**config.mk**
```make
export PLATFORM = sky130hd
export DESIGN_NAME = mix_columns_seq
export DESIGN_NICKNAME = d
export VERILOG_FILES = /design/src/rtl/mix_columns_seq.sv
export SDC_FILE = /design/constraint.sdc
export NUM_CORES = 1
export LEC_CHECK = 0
export CAP_MARGIN = 0
export CORE_ASPECT_RATIO = 1.25
export CORE_MARGIN = 8
export CORE_UTILIZATION = 47
export CTS_BUF_LIST = sky130_fd_sc_hd__clkbuf_4 sky130_fd_sc_hd__clkbuf_8
export DETAILED_ROUTE_END_ITERATION = 6
export GPL_ROUTABILITY_DRIVEN = 0
export PLACE_DENSITY = 0.83
export RECOVER_POWER = 25
export SYNTH_ARGS = -nofsm -noshare
export SYNTH_HDL_FRONTEND = slang
export SYNTH_SLANG_ARGS = --single-unit
```
**constraint.sdc**
```tcl
create_clock -name clk -period 3.1 [get_ports clk]
set_input_delay 0.62 -clock clk [delete_from_list [all_inputs] [get_ports clk]]
set_output_delay 0.62 -clock clk [all_outputs]
set_load 0.01 [all_outputs]
```
**src/rtl/mix_columns_seq.sv**
```systemverilog
// Forward AES MixColumns engine. A 128-bit state is accepted over a valid/ready
// handshake, COLS_PER_CYCLE columns are mixed per clock in a work register, and
// the result is held until the downstream stage takes it. The bypass input
// carries the final round, which has no MixColumns, with identical latency.

// One column of MixColumns, pure combinational.
module mix_col (
   input  logic [31:0] col_in,
   output logic [31:0] col_out
);
   function automatic logic [7:0] xtime(input logic [7:0] x);
      return {x[6:0], 1'b0} ^ (x[7] ? 8'h1b : 8'h00);
   endfunction

   logic [7:0] a0, a1, a2, a3;
   logic [7:0] x0, x1, x2, x3;

   assign a0 = col_in[31:24];
   assign a1 = col_in[23:16];
   assign a2 = col_in[15:8];
   assign a3 = col_in[7:0];

   assign x0 = xtime(a0);
   assign x1 = xtime(a1);
   assign x2 = xtime(a2);
   assign x3 = xtime(a3);

   // 3x is computed as xtime(x) ^ x.
   assign col_out = {x0 ^ x1 ^ a1 ^ a2 ^ a3,
                     a0 ^ x1 ^ x2 ^ a2 ^ a3,
                     a0 ^ a1 ^ x2 ^ x3 ^ a3,
                     x0 ^ a0 ^ a1 ^ a2 ^ x3};
endmodule

module mix_columns_seq #(
   parameter int COLS_PER_CYCLE = 1
) (
   input  logic         clk,
   input  logic         rst_n,
   input  logic         in_valid,
   output logic         in_ready,
   input  logic [127:0] state_in,
   input  logic         bypass,
   output logic         out_valid,
   input  logic         out_ready,
   output logic [127:0] state_out
);
   localparam int LANES = COLS_PER_CYCLE;

   generate
      if (!(COLS_PER_CYCLE == 1 || COLS_PER_CYCLE == 2 || COLS_PER_CYCLE == 4)) begin : g_bad_cols
         $fatal(1, "mix_columns_seq: COLS_PER_CYCLE must be 1, 2 or 4");
      end
   endgenerate

   typedef enum logic [1:0] {IDLE, BUSY, DONE} state_t;

   state_t               state_q, state_d;
   logic [3:0][31:0]     work_q, work_d;
   logic                 bypass_q;
   logic [1:0]           col_cnt;
   logic [2:0]           cnt_sum;
   logic                 last_step;
   logic                 accept;

   logic [LANES-1:0][1:0]  lane_col;
   logic [LANES-1:0][31:0] lane_in;
   logic [LANES-1:0][31:0] lane_out;

   // Bit 2 of the sum marks the step that finishes column 3; the low bits wrap
   // back to 0, so col_cnt never leaves 0..3.
   assign cnt_sum   = {1'b0, col_cnt} + 3'(COLS_PER_CYCLE);
   assign last_step = cnt_sum[2];
   assign accept    = in_valid & in_ready;
   assign state_out = work_q;

   // One mixer per lane; lane j works on column col_cnt + j (low column first).
   genvar j;
   generate
      for (j = 0; j < LANES; j++) begin : g_lane
         assign lane_col[j] = col_cnt + 2'(j);
         assign lane_in[j]  = work_q[lane_col[j]];
         mix_col u_mix (.col_in(lane_in[j]), .col_out(lane_out[j]));
      end
   endgenerate

   // Write the mixed lanes back over their columns; bypass leaves them as-is.
   always_comb begin
      work_d = work_q;
      if (!bypass_q) begin
         for (int k = 0; k < LANES; k++) begin
            work_d[lane_col[k]] = lane_out[k];
         end
      end
   end

   // Next-state and handshake outputs.
   always_comb begin
      state_d   = state_q;
      in_ready  = 1'b0;
      out_valid = 1'b0;
      case (state_q)
         IDLE: begin
            in_ready = 1'b1;
            if (in_valid) state_d = BUSY;
         end
         BUSY: begin
            if (last_step) state_d = DONE;
         end
         DONE: begin
            out_valid = 1'b1;
            in_ready  = out_ready;
            if (out_ready) state_d = in_valid ? BUSY : IDLE;
         end
         default: state_d = IDLE;
      endcase
   end

   // State register.
   always_ff @(posedge clk or negedge rst_n) begin
      if (!rst_n) state_q <= IDLE;
      else        state_q <= state_d;
   end

   // Work register: load on accept, advance one column group per BUSY clock.
   always_ff @(posedge clk or negedge rst_n) begin
      if (!rst_n) begin
         work_q   <= '0;
         bypass_q <= 1'b0;
         col_cnt  <= 2'd0;
      end else if (accept) begin
         work_q   <= state_in;
         bypass_q <= bypass;
         col_cnt  <= 2'd0;
      end else if (state_q == BUSY) begin
         work_q   <= work_d;
         col_cnt  <= cnt_sum[1:0];
      end
   end
endmodule

```
==> reports/results.txt <==
For the final count of hold timing violations, the log shows 0. The number of buffers created by CTS is 17, and the largest buffer count on any clock path is 2. Yosys printed 0 warnings. Setup repair after global routing left no endpoint under its margin.

The remaining global-route overflow is 0, and the clock tree skew after final layout is 10.1 ps. Adding up every negative setup slack in the final design gives 0 ps. For this block, the initial DRC count from the detailed router was 703. The worst-path cell with the longest stage delay is sky130_fd_sc_hd__nor4bb_1.

The tools report the register-to-register setup slack as 450 ps. Data arrival time of the critical path: 2950 ps. The run gives 67 as the max-slew violation count.

The type of the worst min-delay path was flop to flop. The slew of the pin with the lowest slew margin came out at 1570 ps. For this design, the CTS-stage hold fixing added 0 buffers. For this design, the sink count on the clock tree is 133. The first detailed-routing pass ran for 7 iterations. By area the synthesized netlist is led by sky130_fd_sc_hd__dfrtp_1 44%, sky130_fd_sc_hd__a22oi_1 13%, sky130_fd_sc_hd__xnor3_1 12%. In this design, the stage delay of the slowest critical-path cell is 710 ps. Global routing consumed, over all layers together, 27.6% of the routing resources. The tools report the via count of the first global-routing pass as 7272. The area share of the leading cell type in the synthesized netlist is 44.4%.

The floorplan step set the die height to 157 um. The run gives 0 as the post-CTS setup-driven buffer insertion count. The tools report the reg-to-reg critical path startpoint as col_cnt[1]. The timing startpoint of the critical path is col_cnt[1].

DRC violation count after routing: 0. Worst hold path stage count: 2. The endpoint identified for the worst register-to-register timing path is state_out[25].

Final critical-path share of the clock period: 85.6%. The layout net count is 966, and the filler cell count in the final layout is 1167. The effective utilization at floorplan is 48.2%.

The tools report the largest net degree at the start of global routing as 69. The critical path ends at state_out[25]. Synthesis instantiated 31 different standard cells from the library.

The number of levels the H-tree was split into is 4, and the count of state elements after synthesis is 133. The number of nets handed over by synthesis was 710. The data required time of the worst path was 3400 ps; the die width was 129 um. After clock tree synthesis, the repair step resized 0 gates.

sky130_fd_sc_hd__dfrtp_1 takes more of the synthesized area than any other cell. TritonCTS built the clock tree. The checks that failed: capacitance limit, slew limit. The clock transition time at the flip-flop clock pins of the worst setup and hold paths was 80 ps; the sequential-to-total area share from yosys stat was 44.4%. STA classifies the critical path startpoint as a flop. Synthesis handed over a netlist of 573 instances. During placement, the flow inserted port buffers numbering 262. The time the worst path needs with I/O delays and setup is 2650 ps, and the fraction of layout cells with a size suffix above 1 is 12.7%. The critical path goes through buf_4 -> inv_1 -> ha_1 -> nor4bb_1 -> a31oi_4 -> a22oi_1 -> o21ai_1. For this run, the top clock speed supported by timing is 0.377 GHz. The biggest fanout along the worst timing path was 32; the post-synthesis to final-layout area growth was 44.3%. Vias after detailed routing: 6590. The clock root buffer was sky130_fd_sc_hd__clkbuf_8. The tools report the number of maximum-capacitance violations as 1. The first-pass GRT wire length is 42.2 mm. The worst hold path begins at state_out[49]. The post-detailed-route wirelength per cell came out at 26.2 um. The clock latency reported for the late side of the worst-skew pair is 430 ps, and the total I/O pin count is 263.

The count of final setup violators was 0; the die outline area was 20300 um2. The tools report the endpoint kind of the worst setup timing path as a flop. For the total wire length after detailed routing, the log shows 27.7 mm. The floorplan row count was 51; the estimated wirelength of the detail-placed design was 21.0 mm.

The area of the placeable core was 15600 um2; the per-cell via count in the routed design was 6.24. The start-to-end type of the worst setup path is flop to flop. The count of nets left with antenna violations once routing finished came out at 0.

The post-synthesis instance area was 7500 um2; the initial antenna violation count was 2. The worst pin sits at a relative slew slack of -4.69%. The number of cells on the worst reg-to-reg path came out at 7. The mean instance size in the synthesized netlist was 13.1 um2. The flow ran to the end, but the final reports show violations.
[synth_stat cells (all sizes together)]
library cell and n:
a32oi 1, o21ai 129, nand2 7, nor2 2
clkbuf 39, a31oi 3, xor2 14, inv 3
xnor3 40, and3 1, a21oi 1, mux2 1
o21bai 1, dfrtp 133, xor3 4, mux4 32
a22oi 128, nor2b 3, ha 4, xnor2 13
buf 8, nand2b 2, nor4bb 3, and2 1
[worst min path at each step]
stage and to:
2_1_floorplan bypass_q, 3_3_place_gp state_out[55], 3_5_place_dp state_out[44], 4_1_cts state_out[37], 5_1_grt state_out[114], 6_report state_out[49]
[layout make-up]
class	instances	area (um2)	area share (%)
Multi-Input combinational cell	390	4000	36.9
Sequential cell	133	3330	30.8
Timing Repair Buffer	284	2820	26.1
Tap cell	212	265	2.45
Clock buffer	17	234	2.16
Clock inverter	15	155	1.43
Inverter	3	11.3	0.104
Antenna cell	2	5.00	0.0463
[stage by stage]
| step | setup WS [ps] | hold slack (ps) | cells | utilization (%) | cell area (um2) |
|---|---|---|---|---|---|
| final | 448 | 538 | 1056 | 69.5 | 10800 |
| after global routing | 218 | 559 | 1056 | 69.5 | 10800 |
| after CTS | 444 | 166 | 1054 | 69.6 | 10800 |
| after detailed placement | 392 | 522 | 1022 | 67.1 | 10400 |
| after global placement | 585 | 514 | 1022 | 67.1 | 10400 |
| after floorplan | 909 | 324 | 573 | - | 7500 |
[per-layer routing]
metal | GRT usage, % | wire length [um]
met4 | 14.8 | 1250
met3 | 6.26 | 2570
met1 | 32.4 | 9990
met5 | 0 | 0
met2 | 46.2 | 13900
[critical path, delay by kind of cell (launching register included)]
kind,cells,cell delay (ps)
fa+ha+maj,1,180
simple gates,1,710
compound gates,3,850
buf+inv,2,380
flops,1,400
[cell families after synthesis]
kind of cell	after synthesis	synth area share [%]
AOI/OAI and AO/OA	263	22.0
DFF	133	44.4
adders and majority gates	4	0.668
and+or+nand+nor	19	1.44
buffers and inverters	50	3.09
xor gates and xnor gates	71	18.7
muxes	33	9.76
[cells in the final DEF, fill, tap and decap left out, types with 6 or more instances in the layout]
master and n:
sky130_fd_sc_hd__a22oi_1 128, sky130_fd_sc_hd__buf_4 18, sky130_fd_sc_hd__clkbuf_8 17, sky130_fd_sc_hd__clkdlybuf4s50_1 261, sky130_fd_sc_hd__dfrtp_1 131, sky130_fd_sc_hd__mux4_2 32
sky130_fd_sc_hd__nand2_1 7, sky130_fd_sc_hd__o21ai_0 61, sky130_fd_sc_hd__o21ai_1 68, sky130_fd_sc_hd__xnor2_4 6, sky130_fd_sc_hd__xnor3_1 40, sky130_fd_sc_hd__xor2_1 11
[state kept, by name, indices dropped and copies added (netlist names)]
| register | cells |
|---|---|
| state_out | 128 |
| col_cnt | 2 |
| bypass_q | 1 |
| state_q | 2 |
Power is left out: the tool's default activity adds up to more than one toggle a clock period on the data nets, which glitch-free logic cannot reach.
